<file path="src/rtl/poly8_mul_acc_pipe.sv">
// rtl/poly8_mul_acc_pipe.sv - pipelined signed multiplier with optional in-place accumulate
module poly8_mul_acc_pipe #(
  parameter int ID         = 1,
  parameter int NUM_STAGE  = 3,
  parameter int din0_WIDTH = 16,
  parameter int din1_WIDTH = 16,
  parameter int dout_WIDTH = 40
) (
  input  logic                  ap_clk,
  input  logic                  ap_rst,
  input  logic                  ce,
  input  logic                  din_vld,
  input  logic                  acc_en,
  input  logic                  acc_clr,
  input  logic [din0_WIDTH-1:0] din0,
  input  logic [din1_WIDTH-1:0] din1,
  output logic [dout_WIDTH-1:0] dout,
  output logic                  dout_vld,
  output logic                  ovf
);

  localparam int PW = din0_WIDTH + din1_WIDTH;

  logic w_unused_id;
  assign w_unused_id = (ID != 0);

  // Operands are sign-extended to the full product width so the PW-bit product is exact.
  logic signed [PW-1:0] w_op0;
  logic signed [PW-1:0] w_op1;
  logic signed [PW-1:0] w_prod;
  assign w_op0  = {{din1_WIDTH{din0[din0_WIDTH-1]}}, din0};
  assign w_op1  = {{din0_WIDTH{din1[din1_WIDTH-1]}}, din1};
  assign w_prod = w_op0 * w_op1;

  logic [PW-1:0] w_fin_prod;
  logic          w_fin_vld;
  logic          w_fin_acc_en;
  logic          w_fin_acc_clr;

  generate
    if (NUM_STAGE > 1) begin : g_pipe
      logic [PW-1:0]        r_prod [NUM_STAGE-1];
      logic [NUM_STAGE-2:0] r_vld;
      logic [NUM_STAGE-2:0] r_acc_en;
      logic [NUM_STAGE-2:0] r_acc_clr;

      always_ff @(posedge ap_clk or posedge ap_rst) begin
        if (ap_rst) begin
          for (int i = 0; i < NUM_STAGE-1; i++) begin
            r_prod[i] <= '0;
          end
          r_vld     <= '0;
          r_acc_en  <= '0;
          r_acc_clr <= '0;
        end else if (ce) begin
          r_prod[0]    <= w_prod;
          r_vld[0]     <= din_vld;
          r_acc_en[0]  <= acc_en;
          r_acc_clr[0] <= acc_clr;
          for (int i = 1; i < NUM_STAGE-1; i++) begin
            r_prod[i]    <= r_prod[i-1];
            r_vld[i]     <= r_vld[i-1];
            r_acc_en[i]  <= r_acc_en[i-1];
            r_acc_clr[i] <= r_acc_clr[i-1];
          end
        end
      end

      assign w_fin_prod    = r_prod[NUM_STAGE-2];
      assign w_fin_vld     = r_vld[NUM_STAGE-2];
      assign w_fin_acc_en  = r_acc_en[NUM_STAGE-2];
      assign w_fin_acc_clr = r_acc_clr[NUM_STAGE-2];
    end else begin : g_direct
      assign w_fin_prod    = w_prod;
      assign w_fin_vld     = din_vld;
      assign w_fin_acc_en  = acc_en;
      assign w_fin_acc_clr = acc_clr;
    end
  endgenerate

  logic [dout_WIDTH-1:0] w_fin_ext;
  generate
    if (dout_WIDTH > PW) begin : g_sext
      assign w_fin_ext = {{(dout_WIDTH-PW){w_fin_prod[PW-1]}}, w_fin_prod};
    end else begin : g_nosext
      assign w_fin_ext = w_fin_prod;
    end
  endgenerate

  logic [dout_WIDTH-1:0] r_dout;
  logic                  r_dout_vld;
  logic                  r_ovf;
  logic [dout_WIDTH-1:0] w_sum;
  logic                  w_add_ovf;
  logic                  w_accum;

  // Signed overflow: same-sign operands whose wrapped sum changes sign.
  assign w_sum     = r_dout + w_fin_ext;
  assign w_add_ovf = (r_dout[dout_WIDTH-1] == w_fin_ext[dout_WIDTH-1]) &&
                     (w_sum[dout_WIDTH-1] != r_dout[dout_WIDTH-1]);
  assign w_accum   = w_fin_acc_en & ~w_fin_acc_clr;

  always_ff @(posedge ap_clk or posedge ap_rst) begin
    if (ap_rst) begin
      r_dout     <= '0;
      r_dout_vld <= 1'b0;
      r_ovf      <= 1'b0;
    end else if (ce) begin
      r_dout_vld <= w_fin_vld;
      if (w_fin_vld) begin
        if (w_accum) begin
          r_dout <= w_sum;
          if (w_add_ovf) begin
            r_ovf <= 1'b1;
          end
        end else begin
          r_dout <= w_fin_ext;
          r_ovf  <= 1'b0;
        end
      end
    end
  end

  assign dout     = r_dout;
  assign dout_vld = r_dout_vld;
  assign ovf      = r_ovf;

endmodule
</file>
<file path="config.mk">
export PLATFORM = sky130hd
export DESIGN_NAME = poly8_mul_acc_pipe
export DESIGN_NICKNAME = d
export VERILOG_FILES = /design/src/rtl/poly8_mul_acc_pipe.sv
export SDC_FILE = /design/constraint.sdc
export NUM_CORES = 1
export LEC_CHECK = 0
export BUFFER_PORTS_ARGS = -buffer_cell sky130_fd_sc_hd__buf_2
export CAP_MARGIN = 20
export CORE_MARGIN = 2
export CORE_UTILIZATION = 45
export DETAILED_ROUTE_END_ITERATION = 10
export HOLD_SLACK_MARGIN = 0.15
export PLACE_DENSITY = 0.73
export SLEW_MARGIN = 20
export SYNTH_ARGS = -nofsm -noshare
export SYNTH_HDL_FRONTEND = slang
export SYNTH_SLANG_ARGS = --single-unit
</file>
<file path="constraint.sdc">
create_clock -name ap_clk -period 6.2 [get_ports ap_clk]
set_input_delay 0.62 -clock ap_clk [delete_from_list [all_inputs] [get_ports ap_clk]]
set_output_delay 0.62 -clock ap_clk [all_outputs]
set_load 0.02 [all_outputs]
</file>
**Yosys cells after proc, flatten, opt, wreduce, memory -nomap -nowiden**

Index checks and enable logic that the tools add are counted.

- Flip-flop bits (word level): 112
- Input port bits: 38
- Output and inout port bits: 42
- Logic and storage cells: 21

- Add/subtract/negate cells: 1
- Multiply operators: 1
- Equal/unequal tests: 3
- Mux-type cells: 3
- Bitwise logic cells: 2
- Reductions and logical operators: 3

Operator list:

| operator | count |
|---|---|
| $add A40 B40 Y40 | 1 |
| $mux W40 | 1 |
| $mul A16 B16 Y32 | 1 |
| $reduce_and A3 Y1 | 1 |
| $mux W1 | 2 |
| $ne A2 B2 Y1 const B | 1 |
| $reduce_and A2 Y1 | 1 |
| $and A1 B1 Y1 | 1 |
| $eq A1 B1 Y1 | 1 |
| $logic_and A1 B1 Y1 | 1 |
| $ne A1 B1 Y1 | 1 |
| $not A1 Y1 | 1 |

**Depth between registers and ports, before layout**

Gate-level depths: netlist (run 1).

- Depth after elaboration: 5
- Gate-level depth with buffers: 24
- Gate-level depth less buffers: 23

**Worst setup path before layout (run 1)**

No wires, ideal clock.

- Path kind: input -> register
- Start point: input port din1[1]
- End point: register g_pipe.r_prod[62] (netlist bit)
- Library setup time: 0.125 ns
- Arrival: 6.150 ns
- Data required time: 6.075 ns
- Setup slack: -0.074 ns
- Stages on the path: 21
- Path buffers: 1
- Cells stage by stage: clkbuf_1 nand2_1 inv_1 fa_1 fa_1 fa_1 fa_1 fa_1 inv_1 fa_1 inv_1 ha_1 a21o_1 a211oi_1 or3b_1 o21ai_1 o31ai_1 a211oi_1 nor3_1 a41oi_1 nand2_1

- Cells in the longest elaborated chain, start to end: 1

RTL lines:

| element | line | RTL |
|---|---|---|
| from (decl) | 16 | `input logic [din1_WIDTH-1:0] din1,` |
| $mul A16 B16 Y32 | 33 | `assign w_prod = w_op0 * w_op1;` |
| to (signal, indexed assignment) | 61 | `r_prod[i] <= r_prod[i-1];` |
| to (decl) | 42 | `logic [PW-1:0] r_prod [NUM_STAGE-1];` |

Every way passes these cells.
A chain may end at the register's enable or synchronous reset.

**Worst setup path in the final report (run 1)**

- Start point: input port din0[7]
- End point: register g_pipe.r_prod[60] (netlist bit)

- Cells in the longest elaborated chain, start to end: 1

RTL lines:

| element | line | RTL |
|---|---|---|
| from (decl) | 15 | `input logic [din0_WIDTH-1:0] din0,` |
| $mul A16 B16 Y32 | 33 |  |

Every way passes these cells.

==> impl_metrics.yaml, run 1 <==
outcome:
  status: "finished clean"
global_routing:
  globalRouteOverflowTotal: 0
  groute.usage.overall_pct: 21.5
  grt_start_max_net_pins: 81
  via_count_of_the_first_global_routing_pass: 12900
  grt_pass1_wl_mm: 63.3
  antenna_found_initial: 0
sta:
  finClkSkew_ns: 0.0138
  maxSlewViolCount: 0
  hold_viol: 0
  max_freq_mhz: 167
  finalSetupViolations: 0
  fin_crit_ns: 5.97
  rsz0062_at_grt: "yes"
  worst-slew-pin-transition_ns: 0.927
  timing.hold.ws_ns: 0.345
  final.period_utilization_pct: 96.3
  timing.slew.headroom_pct: 38.2
cells_and_area:
  num-fill-cells: 3212
  flow.area_growth_from_synthesis_pct: 12.2
  commonest_non_fill_non_tap_cell_in_the_layout: "sky130_fd_sc_hd__inv_1"
  final_cell_mix: "sky130_fd_sc_hd__inv_1 (295), sky130_fd_sc_hd__fa_1 (261), sky130_fd_sc_hd__nand2_1 (183)"
  drive_above_1_share_pct: 15.8
  insertedDiodeCount: 0
  multi_input_comb_area_mm2: 0.0119
  num-nets-final: 2257
  layout.cells.non_filler: 2301
  seqCellArea_mm2: 0.00280
synthesis:
  synth-async-reset-ratio_pct: 100
  post_synthesis_mean_instance_area_um2: 9.46
  postSynthRegisterBits: 112
  yosys_warnings: 0
  yosysUniqueCellTypes: 62
  number_of_synthesized_flops_with_an_enable_pin: 0
  netlist_instances: 1692
  synth-seq-area-share_pct: 17.5
  synth_fp_nets: 2114
  syn_area_mm2: 0.0160
  synth_flop_cell: "sky130_fd_sc_hd__dfrtp_1"
floorplanning:
  core.rowCount: 69
  design.portCount: 80
  core-area_mm2: 0.0353
  dieWidth_um: 193
  dieArea_mm2: 0.0371
  die_y_extent_um: 193
  floorplan.initialDensity_pct: 45.4
drt:
  drt-wirelength-per-cell_um: 16.0
  routed_wirelength_mm: 36.8
  postRouteAntennaNets: 0
  routed-via-count: 12000
  drt-pass1-iter-count: 5
  drt_drc: 0
  drt_iter0_drc: 706
  post_drt_via_cell_ratio: 5.21
worst_setup_path:
  reg2reg_to: "dout[38]"
  crit_required_ns: 6.45
  setup.worst_path.class: "in2reg"
  critical_path.startpoint_type: "input port"
  crit_path_end_kind: "flop"
  timing.reg2reg.worst_path_depth: 13
  timing.critical_path.fanout_max: 9
  worst_r2r_startpoint: "dout[0]"
  worst_setup_slack_for_register_to_register_paths_ns: 3.13
  crit_arrival_ns: 6.22
cts:
  cts_tree: "done"
  cts-hold-fix-buffers: 0
  cts_buffers: 9
  cts.reportedPaths.clkPinSlew_ns: 0.09
  clock_sinks: 112
  clockBufferDepth: 2
  clock_latency_ns: 0.36
  htree_num_levels: 3
  cts_root_buffer: "sky130_fd_sc_hd__clkbuf_16"
min_path:
  worstHoldPathType: "in2async"
place:
  placed_cells: 2285
  hpwlAfterDp_mm: 30.9
  io_buffers: 79
  gp_routability_congestion: 0.895
run:
  number_of_max_cap_violations: 0
repair_timing:
action,CTS,global route
endpoints found under the hold margin,0,0
setup buffers,0,0
gates resized for setup,0,10
endpoints found under the setup margin,0,6
sequential cells by signal (all words and copies together), names as in the netlist:
| register | cells |
|---|---|
| dout | 40 |
| ovf | 1 |
| w_fin_prod | 32 |
| g_pipe.r_vld | 2 |
| g_pipe.r_acc_en | 2 |
| dout_vld | 1 |
| g_pipe.r_prod | 32 |
| g_pipe.r_acc_clr | 2 |
synthesized netlist by cell type, drive strengths merged, types with 4 or more instances:
master | number | area [µm²]
nand2b | 8 | 50.1
a31oi | 11 | 68.8
fa | 263 | 5270
o21a | 8 | 61.3
nor3 | 10 | 50.1
or3 | 4 | 25.0
nand2 | 183 | 687
mux2 | 62 | 698
inv | 296 | 1110
xnor2 | 48 | 420
a22oi | 5 | 37.5
o211ai | 9 | 72.6
nor2b | 8 | 50.1
o31ai | 4 | 30.0
o21bai | 13 | 97.6
ha | 121 | 1510
clkbuf | 57 | 214
nor2 | 72 | 270
and2 | 128 | 801
nand3 | 15 | 80.1
xor2 | 16 | 140
nand4 | 5 | 31.3
a21oi | 89 | 453
a21o | 28 | 210
and3 | 7 | 43.8
o21ai | 61 | 305
a211oi | 8 | 75.1
dfrtp | 112 | 2800
final cells by class:
| type | count | share of cell area (%) |
|---|---|---|
| well taps | 461 | 3.21 |
| inverters | 296 | 6.20 |
| clock inverters | 6 | 0.446 |
| repair buffers | 191 | 7.00 |
| flip-flops and latches | 112 | 15.6 |
| clock buffers | 10 | 1.33 |
| multi-input cells | 1225 | 66.2 |
worst max-delay path: stages:
cell and delay [ns]:
sky130_fd_sc_hd__buf_2 0.16, sky130_fd_sc_hd__and2_1 0.19, sky130_fd_sc_hd__fa_1 0.53, sky130_fd_sc_hd__inv_1 0.05, sky130_fd_sc_hd__fa_1 0.48, sky130_fd_sc_hd__fa_1 0.52, sky130_fd_sc_hd__fa_1 0.55, sky130_fd_sc_hd__inv_1 0.05
sky130_fd_sc_hd__fa_1 0.50, sky130_fd_sc_hd__fa_1 0.43, sky130_fd_sc_hd__ha_1 0.32, sky130_fd_sc_hd__a21o_1 0.18, sky130_fd_sc_hd__a221o_1 0.36, sky130_fd_sc_hd__a21oi_2 0.21, sky130_fd_sc_hd__a21oi_2 0.09, sky130_fd_sc_hd__o21ai_1 0.15
sky130_fd_sc_hd__buf_4 0.15, sky130_fd_sc_hd__o31ai_2 0.08, sky130_fd_sc_hd__a21o_1 0.20, sky130_fd_sc_hd__a211oi_2 0.27, sky130_fd_sc_hd__o2bb2ai_1 0.11
cell families after synthesis:
family	synth area share (%)
flip-flops	17.5
multiplexers	4.42
AO/OA/AOI/OAI	9.95
adder cells (fa/ha/maj)	42.3
buffers and inverters	8.37
AND/OR/NAND/NOR	13.9
XOR/XNOR	3.50
worst max path at each step:
stage | end | start | cells past startpoint | slack (ns)
2_1_floorplan | g_pipe.r_prod[62] | din1[2] | 21 | 0.02
3_3_place_gp | g_pipe.r_prod[60] | din1[4] | 23 | -0.18
3_5_place_dp | g_pipe.r_prod[62] | din1[4] | 24 | -0.34
4_1_cts | g_pipe.r_prod[62] | din1[4] | 24 | 0.02
5_1_grt | g_pipe.r_prod[60] | din1[4] | 21 | -0.04
6_report | g_pipe.r_prod[60] | din0[7] | 21 | 0.23
routing by layer:
layer,routed length [µm],global-route usage (%),vias up
li1,-,-,5641
met1,15300,27.0,6017
met2,18900,38.7,253
met3,1350,2.38,77
met4,1180,6.61,0
met5,0,0,-
through the flow:
stage | cell area, µm² | setup WS [ns] | utilization [%] | TNS (ns)
after floorplan | 16000 | 0.0170 | - | 0
after global placement | 17600 | -0.179 | 49.9 | -0.724
after detailed placement | 17600 | -0.344 | 49.9 | -1.76
after CTS | 17900 | 0.0197 | 50.8 | 0
after global routing | 18000 | -0.0358 | 50.9 | -0.0835
final | 18000 | 0.227 | 50.9 | 0
Power of run 1 is not shown: default switching activity piles up to over one toggle a cycle in this logic, so the estimate is an artifact.
==> inputs of run 2 (changes only) <==
--- a/config.mk
+++ b/config.mk
@@ -11,7 +11,7 @@
 export CORE_UTILIZATION = 45
 export DETAILED_ROUTE_END_ITERATION = 10
 export HOLD_SLACK_MARGIN = 0.15
-export PLACE_DENSITY = 0.73
+export PLACE_DENSITY = 0.59
 export SLEW_MARGIN = 20
 export SYNTH_ARGS = -nofsm -noshare
 export SYNTH_HDL_FRONTEND = slang
==> run 2 against run 1 <==
Global-route usage shrank 0.94 points. Clock-buffer cell count is the same. Critical path type unchanged. Routed wire length shrank 3.8%.
==> impl_metrics.yaml, run 2 (synthesis results as in run 1) <==
place:
  placed_area_mm2: 0.0176
  gp_routability_congestion: 0.911
  preCtsSetupSlack_ns: -0.260
  placed_cells: 2275
  io_buffers: 79
  hpwlAfterDp_mm: 30.0
global_routing:
  groute.usage.overall_pct: 20.5
  grt_pass1_wl_mm: 61.0
  grt_start_max_net_pins: 73
  globalRouteOverflowTotal: 0
  antenna_found_initial: 0
  via_count_of_the_first_global_routing_pass: 12300
worst_setup_path:
  critical-path-top-cell-by-count: "sky130_fd_sc_hd__fa_1"
  cell_type_of_the_slowest_stage_on_the_worst_timing_path: "sky130_fd_sc_hd__fa_1"
  crit_arrival_ns: 6.24
  crit_required_ns: 6.44
  worst_r2r_startpoint: "dout[0]"
  crit_path_end_kind: "flop"
  timing.critical_path.fanout_max: 10
  worst_setup_slack_for_register_to_register_paths_ns: 3.16
  critical_path.startpoint_type: "input port"
  setup.worst_path.class: "in2reg"
  timing.critical_path.slowest_cell_delay_ns: 0.53
  crit_chain: "buf_2, and2_1, fa_1, inv_1, fa_1, fa_1, inv_1, fa_1, fa_1, inv_1, fa_1, inv_1, ha_1, and3_1, a221o_1, a21oi_2, buf_4, o21a_2, o211ai_1, nand3_1, nand2_1, buf_4, xor2_1, mux2_2"
  reg2reg_to: "dout[38]"
  timing.reg2reg.worst_path_depth: 13
sta:
  fin_crit_ns: 6.00
  rsz0062_at_grt: "yes"
  maxSlewViolCount: 0
  timing.slew.headroom_pct: 41.0
  final.period_utilization_pct: 96.7
  finClkSkew_ns: 0.0105
  finalSetupViolations: 0
  max_freq_mhz: 167
  layout_setup_ws_ns: 0.202
  worst-slew-pin-transition_ns: 0.885
  hold_viol: 0
drt:
  drt_drc: 0
  drt-pass1-iter-count: 5
  postRouteAntennaNets: 0
  drt-wirelength-per-cell_um: 15.4
  route.met2.wl_mm: 16.3
  routed_wirelength_mm: 35.4
  detailroute.wirelength.met3_mm: 1.45
  detail_route.wirelength.met1_mm: 17.2
  top_signal_layer_used: "met4"
  drt_iter0_drc: 582
  routed-via-count: 11700
  post_drt_via_cell_ratio: 5.11
floorplanning:
  core.rowCount: 69
  design.portCount: 80
  core-area_mm2: 0.0353
  die_y_extent_um: 193
  floorplan.initialDensity_pct: 45.4
  dieWidth_um: 193
  dieArea_mm2: 0.0371
cells_and_area:
  fin_area_mm2: 0.0179
  drive_above_1_share_pct: 15.5
  final_cell_mix: "sky130_fd_sc_hd__inv_1 (295), sky130_fd_sc_hd__fa_1 (260), sky130_fd_sc_hd__nand2_1 (183)"
  insertedDiodeCount: 0
  num-nets-final: 2247
  flow.area_growth_from_synthesis_pct: 11.9
  finish.utilization_pct: 50.7
  layout.cells.non_filler: 2291
  commonest_non_fill_non_tap_cell_in_the_layout: "sky130_fd_sc_hd__inv_1"
  largest_reg_flops: 40
cts:
  cts_root_buffer: "sky130_fd_sc_hd__clkbuf_16"
  cts_buffers: 9
  cts-hold-fix-buffers: 0
  clock_latency_ns: 0.35
  cts_tree: "done"
  cts.reportedPaths.clkPinSlew_ns: 0.08
  clockBufferDepth: 2
  clock_sinks: 112
  htree_num_levels: 3
run:
  number_of_max_cap_violations: 0
min_path:
  worstHoldPathType: "in2async"
outcome:
  status: "finished clean"
## run 2: timing repair
item | 4_1_cts | 5_1_grt
buffers inserted | 0 | 0
endpoints found under the setup margin | 0 | 6
resized for setup | 0 | 15
## run 2: per-stage QoR
| stage | TNS (ns) | hold WS [ns] |
|---|---|---|
| 3_5_place_dp | -1.45 | 0.470 |
| 5_1_grt | -0.00621 | 0.368 |
| 4_1_cts | 0 | 0.324 |
| 3_3_place_gp | -0.872 | 0.467 |
| 6_report | 0 | 0.309 |
| 2_1_floorplan | 0 | 0.448 |
## run 2: metal layers
| metal | up-vias | GRT usage [%] |
|---|---|---|
| met1 | 5857 | 29.9 |
| li1 | 5609 | - |
| met3 | 27 | 1.38 |
| met4 | 0 | 3.79 |
| met2 | 218 | 34.1 |
| met5 | - | 0 |
## run 2: layout make-up
| class | instances | area [µm²] |
|---|---|---|
| clock buffers | 10 | 229 |
| multi-input cells | 1225 | 11900 |
| fillers | 3272 | 17400 |
| inverters | 296 | 1110 |
| clock inverters | 6 | 73.8 |
| flip-flops and latches | 112 | 2800 |
| repair buffers | 181 | 1200 |
| well taps | 461 | 577 |
## run 2: how the worst max path moves through the flow
stage	startpoint	endpoint	slack, ns	depth (start not counted)
2_1_floorplan	din1[2]	g_pipe.r_prod[62]	0.02	21
3_3_place_gp	din1[4]	g_pipe.r_prod[60]	-0.18	22
3_5_place_dp	din1[4]	g_pipe.r_prod[58]	-0.26	23
4_1_cts	din1[4]	g_pipe.r_prod[58]	0.11	23
5_1_grt	din1[4]	g_pipe.r_prod[62]	-0.005	22
6_report	din1[4]	g_pipe.r_prod[61]	0.20	24
## run 2: worst max-delay path: cells and delay by family
family | cells | cell delay, ns
simple gates | 4 | 0.57
xor+xnor | 1 | 0.13
mux | 1 | 0.26
fa+ha+maj | 7 | 3.24
buf+inv | 7 | 0.64
compound gates | 4 | 0.76
Power of run 2 is left out for the same reason.
==> inputs of run 3 (changes only) <==
--- a/config.mk
+++ b/config.mk
@@ -11,7 +11,6 @@
 export CORE_UTILIZATION = 45
 export DETAILED_ROUTE_END_ITERATION = 10
 export HOLD_SLACK_MARGIN = 0.15
-export PLACE_DENSITY = 0.59
 export SLEW_MARGIN = 20
 export SYNTH_ARGS = -nofsm -noshare
 export SYNTH_HDL_FRONTEND = slang
==> constraint.sdc (replaced) <==
create_clock -name ap_clk -period 7 [get_ports ap_clk]
set_input_delay 0.7 -clock ap_clk [delete_from_list [all_inputs] [get_ports ap_clk]]
set_output_delay 0.7 -clock ap_clk [all_outputs]
set_load 0.02 [all_outputs]
==> run 3 against run 2 <==
Final area is 4.0% lower. Clock-buffer cell count is 1 lower. First-iteration DRC count is 8.4% lower. Critical endpoint is now g_pipe.r_prod[62].
==> impl_metrics.yaml, run 3 (synthesis results as in run 1) <==
drt:
  drt_iter0_drc: 533
  postRouteAntennaNets: 0
  drt-wirelength-per-cell_um: 16.7
  drt_drc: 0
  routed_wirelength_mm: 37.0
  drt-pass1-iter-count: 5
  routed-via-count: 11500
  post_drt_via_cell_ratio: 5.20
floorplanning:
  dieWidth_um: 193
  die_y_extent_um: 193
  dieArea_mm2: 0.0371
  core.rowCount: 69
  core-area_mm2: 0.0353
  floorplan.initialDensity_pct: 45.4
  design.portCount: 80
sta:
  setup_tns_ns: 0
  timing.slew.headroom_pct: 48.2
  worst-slew-pin-transition_ns: 0.777
  rsz0062_at_grt: "no"
  fin_crit_ns: 6.52
  finClkSkew_ns: 0.0158
  hold_viol: 0
  max_freq_mhz: 153
  maxSlewViolCount: 0
  final.period_utilization_pct: 93.1
  finalSetupViolations: 0
cells_and_area:
  flow.area_growth_from_synthesis_pct: 7.45
  commonest_non_fill_non_tap_cell_in_the_layout: "sky130_fd_sc_hd__inv_1"
  insertedDiodeCount: 0
  finish.utilization_pct: 48.7
  final_cell_mix: "sky130_fd_sc_hd__inv_1 (295), sky130_fd_sc_hd__fa_1 (263), sky130_fd_sc_hd__nand2_1 (183)"
  largest_reg_flops: 40
  drive_above_1_share_pct: 10.9
  num-nets-final: 2163
  layout.cells.non_filler: 2207
min_path:
  worstHoldPathType: "in2async"
global_routing:
  via_count_of_the_first_global_routing_pass: 12100
  antenna_found_initial: 0
  grt_start_max_net_pins: 66
  grt_pass1_wl_mm: 62.3
  globalRouteOverflowTotal: 0
  groute.usage.overall_pct: 21.3
worst_setup_path:
  timing.critical_path.fanout_max: 16
  critical_path.top_delay_family: "adder cells"
  cp.depth: 21
  critical-path-top-cell-by-count: "sky130_fd_sc_hd__fa_1"
  crit_arrival_ns: 6.76
  critical_path.n_buffers_inverters: 4
  crit_chain: "buf_2, nand2_1, inv_1, fa_1, fa_1, fa_1, fa_1, fa_1, inv_1, fa_1, inv_1, ha_1, a21o_1, a211oi_1, or3b_1, o21ai_1, o31ai_1, a211oi_1, nor3_1, a41oi_1, nand2_1"
  cell_type_of_the_slowest_stage_on_the_worst_timing_path: "sky130_fd_sc_hd__fa_1"
  crit_path_end_kind: "flop"
  setup.worst_path.end: "g_pipe.r_prod[62]"
  setup.worst_path.class: "in2reg"
  timing.critical_path.slowest_cell_delay_ns: 0.72
  critical_path.startpoint_type: "input port"
  reg2reg_to: "dout[38]"
  crit_start: "din1[2]"
  timing.reg2reg.worst_path_depth: 13
  crit_required_ns: 7.24
  worst_setup_slack_for_register_to_register_paths_ns: 3.97
  worst_r2r_startpoint: "dout[0]"
cts:
  postCtsSetupRepairBufs: 0
  cts-hold-fix-buffers: 0
  clock_latency_ns: 0.36
  cts_tree: "done"
  cts_buffers: 9
  clockBufferDepth: 2
  number_of_gates_given_a_new_drive_strength_after_cts: 0
  cts.reportedPaths.clkPinSlew_ns: 0.09
  htree_num_levels: 3
  cts_root_buffer: "sky130_fd_sc_hd__clkbuf_16"
  clock_sinks: 112
place:
  hpwlAfterDp_mm: 29.9
  io_buffers: 79
  placed_cells: 2191
  gp_routability_congestion: 0.867
outcome:
  status: "finished clean"
run:
  number_of_max_cap_violations: 0
-- run 3: cell count changes in the layout (fill, tap and decap cells not counted), sizes merged --
| cell | change |
|---|---|
| clkinv | +3 |
| buf | -80 |
| clkinvlp | -1 |
| inv | -1 |
| clkbuf | -5 |
-- run 3: metrics by stage --
stage          hold WS [ns]  instance area, µm²  setup slack [ns]
6_report              0.422               17200             0.483
5_1_grt               0.473               17200             0.183
3_5_place_dp          0.490               16900             0.157
4_1_cts               0.439               17200             0.521
2_1_floorplan         0.448               16000             0.646
3_3_place_gp          0.488               16900             0.259
-- run 3: layout make-up --
type	instances	area, µm²
fillers	3372	18100
multi-input cells	1225	11900
flip-flops and latches	112	2800
inverters	296	1110
well taps	461	577
repair buffers	97	531
clock buffers	9	225
clock inverters	7	87.6
-- run 3: worst min path at each step --
stage,slack [ns],start,end,cells after the start
final,0.42,ap_rst,dout[37],2
after global routing,0.47,ap_rst,dout[37],2
after CTS,0.44,ap_rst,dout[37],2
after detailed placement,0.49,g_pipe.r_prod[32],w_fin_prod[0],1
after global placement,0.49,g_pipe.r_prod[61],g_pipe.r_prod[61],1
after floorplan,0.45,g_pipe.r_prod[38],g_pipe.r_prod[38],1
-- run 3: worst reg2reg max path: cells and delay by family, from the launching register on --
kind,cells,cell delay [ns]
buffers and inverters,1,0.08
xor gates and xnor gates,1,0.17
adders and majority gates,2,0.44
and+or+nand+nor,2,0.23
AOI/OAI and AO/OA,7,1.55
DFF,1,0.43
-- run 3: layer usage --
layer,vias up,share of wire (%),track usage [%]
met5,-,0,0
met4,0,1.4,4.35
met3,36,4.5,1.64
met2,287,46,35.2
met1,5698,48,30.8
li1,5454,-,-
Power of run 3 is left out for the same reason.
